--- src/rtl/softbit_packer_pkg.sv ---
// Shared constants, FSM state type and helpers for the soft-bit packer
// that feeds the viterbi_core source SRAM.
package viterbi_pkg;

  localparam int SB_W       = 8;
  localparam int SRC_ADDR_W = 12;
  localparam int LEN_W      = 12;
  localparam int WORD_W     = 3 * SB_W;

  typedef enum logic [1:0] {
    IDLE,
    FILL,
    WAIT_CORE,
    START
  } state_t;

  // A code_n of 0 is a legacy encoding for rate 1/3
  function automatic logic [1:0] effective_n(input logic [1:0] code_n);
    return (code_n == 2'd0) ? 2'd3 : code_n;
  endfunction

endpackage

--- src/rtl/softbit_packer_lane_assembler.sv ---
// Collects soft bits into the lanes of one packed word and hands the
// finished word out one cycle after its completing soft bit arrives.
// Lanes at or above the active lane count are always written as zero.
module lane_assembler #(
  parameter int SB_W = viterbi_pkg::SB_W
) (
  input  logic              clk_i,
  input  logic              rst_i,
  input  logic              clear_i,
  input  logic              accept_i,
  input  logic [SB_W-1:0]   data_i,
  input  logic [1:0]        n_i,
  input  logic              last_i,
  output logic              lane_full_o,
  output logic              done_o,
  output logic              word_valid_o,
  output logic [3*SB_W-1:0] word_o
);

  logic [1:0]        lane_q, lane_d;
  logic [3*SB_W-1:0] acc_q, acc_d;
  logic [3*SB_W-1:0] word_q, word_d;
  logic              valid_q, valid_d;
  logic [3*SB_W-1:0] merged;

  // A word finishes on the last active lane, or early when the frame ends
  assign lane_full_o  = (lane_q == (n_i - 2'd1));
  assign done_o       = accept_i && (lane_full_o || last_i);
  assign word_valid_o = valid_q;
  assign word_o       = word_q;

  // Insert the incoming soft bit into the current lane, zeroing unused lanes
  always_comb begin
    merged = acc_q;
    for (int i = 0; i < 3; i++) begin
      if (lane_q == 2'(i)) merged[i*SB_W +: SB_W] = data_i;
      if (2'(i) >= n_i)    merged[i*SB_W +: SB_W] = '0;
    end
  end

  // Lane advance, word hand-off and accumulator recycling
  always_comb begin
    lane_d  = lane_q;
    acc_d   = acc_q;
    word_d  = word_q;
    valid_d = 1'b0;
    if (clear_i) begin
      lane_d = '0;
      acc_d  = '0;
    end else if (accept_i) begin
      if (done_o) begin
        valid_d = 1'b1;
        word_d  = merged;
        acc_d   = '0;
        lane_d  = '0;
      end else begin
        acc_d  = merged;
        lane_d = lane_q + 2'd1;
      end
    end
  end

  // Register file of the assembler; reset drops any pending word
  always_ff @(posedge clk_i or posedge rst_i) begin
    if (rst_i) begin
      lane_q  <= '0;
      acc_q   <= '0;
      word_q  <= '0;
      valid_q <= 1'b0;
    end else begin
      lane_q  <= lane_d;
      acc_q   <= acc_d;
      word_q  <= word_d;
      valid_q <= valid_d;
    end
  end

endmodule

--- src/rtl/softbit_packer.sv ---
// Packs a serial soft-bit stream into 24-bit trellis-step words, writes
// them to the viterbi_core source SRAM and kicks off the core once the
// whole frame is stored and the core has gone idle.
module softbit_packer
  import viterbi_pkg::*;
#(
  parameter int SRC_ADDR_W = viterbi_pkg::SRC_ADDR_W,
  parameter int SB_W       = viterbi_pkg::SB_W,
  parameter int LEN_W      = viterbi_pkg::LEN_W
) (
  input  logic                  clk_i,
  input  logic                  rst_i,
  input  logic                  cfg_start_i,
  input  logic [1:0]            code_n_i,
  input  logic [LEN_W-1:0]      step_count_i,
  input  logic [SRC_ADDR_W-1:0] src_start_addr_i,
  input  logic                  sb_valid_i,
  input  logic [SB_W-1:0]       sb_data_i,
  input  logic                  sb_last_i,
  output logic                  sb_ready_o,
  output logic                  src_wr_o,
  output logic [SRC_ADDR_W-1:0] src_waddr_o,
  output logic [3*SB_W-1:0]     src_wdata_o,
  input  logic                  core_busy_i,
  output logic                  frame_start_o,
  output logic                  busy_o,
  output logic                  len_err_o
);

  state_t                state_q, state_d;
  logic [1:0]            n_q, n_d;
  logic [LEN_W-1:0]      step_q, step_d;
  logic [LEN_W-1:0]      cnt_q, cnt_d;
  logic [SRC_ADDR_W-1:0] addr_q, addr_d;
  logic                  err_q, err_d;

  logic                  accept;
  logic                  clear;
  logic                  lane_full;
  logic                  done;
  logic                  word_valid;
  logic [3*SB_W-1:0]     word;
  logic                  final_word;
  logic                  final_bit;

  assign accept     = (state_q == FILL) && sb_valid_i;
  assign clear      = (state_q == IDLE) && cfg_start_i;
  assign final_word = (cnt_q == (step_q - LEN_W'(1)));
  assign final_bit  = lane_full && final_word;

  lane_assembler #(
    .SB_W(SB_W)
  ) u_lanes (
    .clk_i       (clk_i),
    .rst_i       (rst_i),
    .clear_i     (clear),
    .accept_i    (accept),
    .data_i      (sb_data_i),
    .n_i         (n_q),
    .last_i      (sb_last_i),
    .lane_full_o (lane_full),
    .done_o      (done),
    .word_valid_o(word_valid),
    .word_o      (word)
  );

  assign sb_ready_o    = (state_q == FILL);
  assign src_wr_o      = word_valid;
  assign src_waddr_o   = addr_q;
  assign src_wdata_o   = word;
  assign frame_start_o = (state_q == START);
  assign busy_o        = (state_q != IDLE);
  assign len_err_o     = err_q;

  // Frame FSM with address/word counters; a length error is flagged when
  // sb_last_i disagrees with the configured frame length
  always_comb begin
    state_d = state_q;
    n_d     = n_q;
    step_d  = step_q;
    cnt_d   = cnt_q;
    addr_d  = addr_q;
    err_d   = 1'b0;
    if (word_valid) addr_d = addr_q + SRC_ADDR_W'(1);
    case (state_q)
      IDLE: begin
        if (cfg_start_i) begin
          n_d     = effective_n(code_n_i);
          step_d  = step_count_i;
          addr_d  = src_start_addr_i;
          cnt_d   = '0;
          state_d = (step_count_i == '0) ? WAIT_CORE : FILL;
        end
      end
      FILL: begin
        if (done) begin
          if (lane_full) cnt_d = cnt_q + LEN_W'(1);
          err_d = final_bit ? !sb_last_i : sb_last_i;
          if (final_bit || sb_last_i) state_d = WAIT_CORE;
        end
      end
      WAIT_CORE: begin
        if (!core_busy_i) state_d = START;
      end
      START: begin
        state_d = IDLE;
      end
      default: begin
        state_d = IDLE;
      end
    endcase
  end

  // Control registers; reset aborts the frame without any hand-off
  always_ff @(posedge clk_i or posedge rst_i) begin
    if (rst_i) begin
      state_q <= IDLE;
      n_q     <= 2'd3;
      step_q  <= '0;
      cnt_q   <= '0;
      addr_q  <= '0;
      err_q   <= 1'b0;
    end else begin
      state_q <= state_d;
      n_q     <= n_d;
      step_q  <= step_d;
      cnt_q   <= cnt_d;
      addr_q  <= addr_d;
      err_q   <= err_d;
    end
  end

endmodule

--- config.mk ---
export PLATFORM = sky130hd
export DESIGN_NAME = softbit_packer
export DESIGN_NICKNAME = d
export VERILOG_FILES = /design/src/rtl/softbit_packer_pkg.sv /design/src/rtl/softbit_packer_lane_assembler.sv /design/src/rtl/softbit_packer.sv
export SDC_FILE = /design/constraint.sdc
export NUM_CORES = 1
export LEC_CHECK = 0
export ABC_AREA = 1
export CAP_MARGIN = 40
export CORE_UTILIZATION = 28
export CTS_CLUSTER_DIAMETER = 80
export DETAILED_ROUTE_END_ITERATION = 10
export DONT_BUFFER_PORTS = 1
export REMOVE_ABC_BUFFERS = 1
export SYNTH_ARGS = -nofsm -noshare
export SYNTH_HDL_FRONTEND = slang
export SYNTH_SLANG_ARGS = --single-unit
--- constraint.sdc ---
create_clock -name clk_i -period 2.2 [get_ports clk_i]
set_input_delay 0 -clock clk_i [delete_from_list [all_inputs] [get_ports clk_i]]
set_output_delay 0 -clock clk_i [all_outputs]
set_load 0.02 [all_outputs]
==> reports/results.ini, run 1 <==
[floorplan]
coreArea_um2=18800
die_y_um=141
dieArea_um2=20000
io_pins=81
dieWidth_um=141
start_util=0.288
rows=50

[synth]
yosysTopAreaCell=dfrtp_1
syn_area_um2=5430
async_flop_share=1.00
synth-seq-cells=92
yosysMostFrequentCell=nand2_1
synthTopCellsByCount=181 x nand2_1, 90 x dfrtp_1, 68 x inv_1, 68 x nor2_1, 45 x o21ai_0
yosysSeqAreaShare=0.425
ys_warn_count=0
avgSynthCellArea_um2=7.93
yosysTopAreaCellShare=0.415
ys.flop_type=dfrtp_1
synthesis.instances=685
synth_cell_types=45
synth.area.top_cells=dfrtp_1 41%, nand2_1 13%, inv_1 4.7%
synth_edf_count=0

[setup_path]
cp_top_family=simple AND/OR/NAND/NOR gates
critPathSlowestCell=dfstp_2
cp_common_cell=nand2_1
critical_path_class=flip-flop to flip-flop
max_stage_delay_ps=540
start_kind=flip-flop
path_max_fanout=2
worstPathRequired_ps=2450
arrival_ps=2510
path_buf_inv=2
endpoint_kind=flip-flop
crit_chain=inv_2 -> ha_4 -> inv_2 -> nand2_2 -> nand2_2 -> nand2_4 -> nor2_2 -> nand3_1 -> nor2_1 -> nand2_1 -> nor2_1 -> nand2_1 -> ha_2 -> a22o_1 -> nand3b_1 -> nand2_1 -> o21ai_1

[routing]
dr_total_vias=4552
avgRoutedWirePerCell_um=14.1
ant_nets=0
viasPerCell=4.55
dr.pass1.iters=4
drc_errors=0
drt_iter0_drc=314
drt-total-wl_mm=14.1

[power_and_ir_drop]
p_sw_mw=3.65
switching_share=0.451
irDropWorstVdd_mv=0.612
combPwrFrac=0.424
power.total_mw=8.08
seqPwrFrac=0.373
power.density_nw_per_um2=1220
clock_power_share=0.202
internal_power_mw=4.43
power_leakage_nw=3.06

[timing]
clock.fmax_mhz=443
worst_pin_slew_ps=417
post-route-period-util=1.03
drv_slew=0
skew_ps=9.87
tns_ps=-59.0
setup_viol=1
maxSlewHeadroom=0.722
fin_crit_ps=2260
hold_violations=0
rsz0062_at_grt=true
setup_ws_ps=-59.0

[place]
place_congestion=0.798
io_buffers=0
placedCellCount=946
place_hpwl_mm=9.81
place_area_um2=5850

[clock_tree]
ctsRootBufferMaster=clkbuf_16
htree_levels=3
cts_max_path_buffers=2
cts_buffers=9
clk_pin_slew_ps=70
clock_latency_ps=350
cts.sinks=92
cts_tree=built

[cells_and_area]
fin_area_um2=6610
multi_input_area_um2=2720
drive_gt1_frac=0.173
final_cells=1001
area_growth_pct=21.7
antenna_cells=0
finalNetCount=791
fillers=1938
seqCellArea_um2=2310

[grt]
grt_max_degree=71
grt_pass1_vias=4523
grt_first_pass_wirelength_mm=22.9
overflow=0
grt_antenna_before_repair=0
grt_usage=0.148

[outcome]
violations=setup timing
status=finished with violations

[flow_run]
maxCapViolations=0

[hold_path]
hold_class=primary input to flip-flop

==> tightest hold or removal path, delay by kind of cell <==
kind | cells | cell delay (ps)
AOI/OAI and AO/OA | 2 | 140
and+or+nand+nor | 3 | 260
==> stage by stage <==
stage           util  setup slack [ps]  hold slack, ps
6_report       0.351             -59.0            74.8
3_5_place_dp   0.311              -185            -135
3_3_place_gp   0.311              -156            -139
5_1_grt        0.351              -214            95.9
4_1_cts        0.348             -62.6            70.7
2_1_floorplan      -              -500            62.2
==> state kept, by name, indices dropped and copies added, names as in the netlist <==
name and cells:
cnt_q 12, len_err_o 1, n_q 2, src_waddr_o 12
state_q 2, step_q 12, u_lanes.acc_q 24, u_lanes.lane_q 2
u_lanes.word_o 24, u_lanes.word_valid_o 1
==> cells in the final DEF (no fill, tap or decap), drive strengths merged, types with 2 or more instances in the layout <==
cell type,instances
a31oi,2
o21bai,2
xnor2,3
buf,31
nor2,73
ha,15
or2,3
dlygate4sd3,37
nor3,5
clkbuf,10
xor2,8
nand4,10
clkinv,4
o21ai,72
a32o,10
nand2,200
nand3,44
dfrtp,90
nand3b,2
dfstp,2
a21oi,34
inv,78
==> logic make-up (layout without fill, tap and decap cells) <==
logic type,after synthesis,in the layout,share of synthesized area
and+or+nand+nor,338,338,0.280
xor gates and xnor gates,12,12,0.0219
adders and majority gates,15,15,0.0346
buffers and inverters,105,161,0.0860
DFF,92,92,0.425
AOI/OAI and AO/OA,123,123,0.153
==> area by class of cell <==
class                   count  area share
clock buffers              10      0.0362
clock inverters             6      0.0106
inverters                  77      0.0445
multi-input cells         488       0.411
flip-flops and latches     92       0.349
well taps                 260      0.0493
repair buffers             68      0.0989
==> what timing repair did <==
| action | in CTS | in global routing |
|---|---|---|
| pin swaps | 3 | 9 |
| cloned | 0 | 0 |
| resized for setup | 4 | 17 |
| hold buffers | 37 | 0 |
| setup endpoints to repair | 2 | 3 |
| hold endpoints to repair | 163 | 0 |
| buffers inserted | 0 | 2 |
==> metal layers <==
layer	wire length (µm)	share of wire	up-vias	track usage
met4	161	0.011	0	0.0412
met2	6710	0.48	93	0.248
met3	690	0.049	11	0.0377
li1	-	-	2315	-
met5	0	0	-	0
met1	6540	0.46	2133	0.188
==> power by group through the flow <==
stage	clock, mW	sequential, mW	combinational [mW]
after global placement	0	3.01	3.20
after floorplan	0	2.91	2.28
final	1.63	3.02	3.43
after global routing	1.76	3.09	3.88
after CTS	1.70	3.00	3.36
after detailed placement	0	3.02	3.25
==> final timing paths <==
check | start | to | slack [ps] | cells past startpoint
max in group asynchronous | rst_i | n_q[1] | 1390 | 3
min in group asynchronous | rst_i | src_waddr_o[11] | 100 | 2
worst min register to register | u_lanes.acc_q[10] | u_lanes.acc_q[10] | 520 | 2
worst max register to register | n_q[0] | state_q[1] | -60 | 17
worst max-delay path | n_q[0] | state_q[1] | -60 | 17
worst min-delay path | step_count_i[10] | state_q[1] | 70 | 5
(Power assumes the default switching activity.)
==> inputs of run 2 (changes only) <==
Settings changed: PLACE_DENSITY_LB_ADDON set to 0.2.
==> reports/results.ini, run 2 (same netlist as run 1, synthesis figures left out) <==
[outcome]
status=finished with violations
violations=hold timing, setup timing

[timing]
setup_ws_ps=-115  ; -56.5 ps
clock.fmax_mhz=432  ; -2.4%
setup_viol=2  ; +1
fin_crit_ps=2320  ; +56.5 ps
post-route-period-util=1.05  ; +0.0257
drv_slew=0  ; unchanged
hold_violations=1  ; +1
worst_pin_slew_ps=664  ; +247 ps
skew_ps=11.8  ; +1.95 ps
tns_ps=-219  ; -160 ps
holdWs_ps=-16.3  ; -91.1 ps
rsz0062_at_grt=true
maxSlewHeadroom=0.557  ; -0.165

[hold_path]
hold_class=primary input to flip-flop

[routing]
viasPerCell=4.61  ; +1.3%
dr.pass1.iters=4  ; unchanged
drc_errors=0  ; unchanged
dr_total_vias=4625  ; +1.6%
drt_iter0_drc=316  ; +0.64%
ant_nets=0  ; unchanged
drt-total-wl_mm=14.6  ; +3.4%
avgRoutedWirePerCell_um=14.5  ; +3.1%

[clock_tree]
clk_pin_slew_ps=80  ; about the same
cts.sinks=92  ; unchanged
cts_max_path_buffers=2  ; unchanged
htree_levels=3  ; unchanged
cts_tree=built
cts_buffers=9  ; unchanged
ctsRootBufferMaster=clkbuf_16
clock_latency_ps=360  ; about the same

[place]
pre_cts_slack_ps=-228  ; -43.1 ps
place_congestion=0.861  ; +7.9%
io_buffers=0  ; unchanged
place_hpwl_mm=10.4  ; +6.2%
placedCellCount=949  ; +0.32%

[grt]
overflow=0  ; unchanged
grt_max_degree=58  ; -18%
grt_first_pass_wirelength_mm=24.2  ; +5.6%
grt_antenna_before_repair=0  ; unchanged
grt_pass1_vias=4794  ; +6.0%
grt_usage=0.157  ; +0.00850

[setup_path]
arrival_ps=2600  ; +90 ps
critPathSlowestCell=dfstp_2
crit_chain=inv_2 -> ha_4 -> inv_2 -> nand2_2 -> nand2_2 -> nand2_4 -> nor2_4 -> nand3_2 -> nor2_1 -> nand2_1 -> nor2_1 -> nand2_1 -> ha_2 -> a22o_1 -> buf_4 -> nor2_4 -> nand2_1 -> o21ai_1
critical_path_class=flip-flop to flip-flop
endpoint_kind=flip-flop
max_stage_delay_ps=550  ; about the same
cp_common_cell=nand2_1
path_max_fanout=2  ; unchanged
worstPathRequired_ps=2490  ; +40 ps
start_kind=flip-flop

[floorplan]
die_y_um=141  ; unchanged
rows=50  ; unchanged
coreArea_um2=18800  ; unchanged
start_util=0.288  ; unchanged
dieArea_um2=20000  ; unchanged
io_pins=81  ; unchanged
dieWidth_um=141  ; unchanged

[cells_and_area]
area_growth_pct=21.5
final_cells=1004  ; +0.30%
finalNetCount=794  ; +0.38%
final_common_cell=nand2_1
antenna_cells=0  ; unchanged
drive_gt1_frac=0.169  ; -0.00338
final_cell_mix=178 x nand2_1, 90 x dfrtp_1, 65 x inv_1, 65 x nor2_1, 43 x o21ai_0

[power_and_ir_drop]
power_leakage_nw=3.07  ; about the same
irDropWorstVdd_mv=0.449  ; -27%
power.total_mw=8.01  ; -0.89%
power.density_nw_per_um2=1210  ; -0.74%

[flow_run]
maxCapViolations=0  ; unchanged

run 2: area by class of cell:
type	count	area, µm²
Clock buffer	9	225
Clock inverter	7	67.6
Fill cell	1938	12200
Inverter	77	294
Multi-Input combinational cell	488	2710
Sequential cell	92	2300
Tap cell	260	325
Timing Repair Buffer	71	673
run 2: worst paths after layout:
check	startpoint	end	cells past startpoint	slack (ps)
max in group asynchronous	rst_i	cnt_q[6]	3	1300
min	sb_valid_i	len_err_o	4	-20
min reg2reg	u_lanes.acc_q[23]	u_lanes.acc_q[23]	1	520
max reg2reg	n_q[1]	state_q[0]	18	-120
max	n_q[1]	state_q[0]	18	-120
min in group asynchronous	rst_i	src_waddr_o[11]	2	220
run 2: report_power, final:
part | total, mW | internal [mW] | switching [mW]
combinational | 3.44 | 1.32 | 2.12
clock | 1.56 | 0.797 | 0.761
sequential | 3.01 | 2.19 | 0.821
run 2: timing repair:
action	CTS	global route
hold buffers	36	0
pin swaps	9	8
gates resized for setup	8	7
setup buffers	2	1
endpoints found under the setup margin	2	3
endpoints found under the hold margin	114	0
run 2: metrics by stage:
stage	cell area (µm²)	utilization
6_report	6600	0.350
5_1_grt	6600	0.350
4_1_cts	6570	0.349
3_5_place_dp	5870	0.312
3_3_place_gp	5870	0.312
2_1_floorplan	5250	-
run 2: metal layers:
layer  global-route usage  part of all wire  up-vias
met5                    0                 0        -
met4               0.0618             0.017        0
met3               0.0319             0.051       15
met2                0.266              0.47       98
met1                0.194              0.46     2197
li1                     -                 -     2315
run 2: critical path, delay by kind of cell (launching register included):
family | cells | cell delay, ps
buffers and inverters | 3 | 250
flip-flops | 1 | 550
AO/OA/AOI/OAI | 2 | 290
adder cells (fa/ha/maj) | 2 | 410
AND/OR/NAND/NOR | 11 | 760
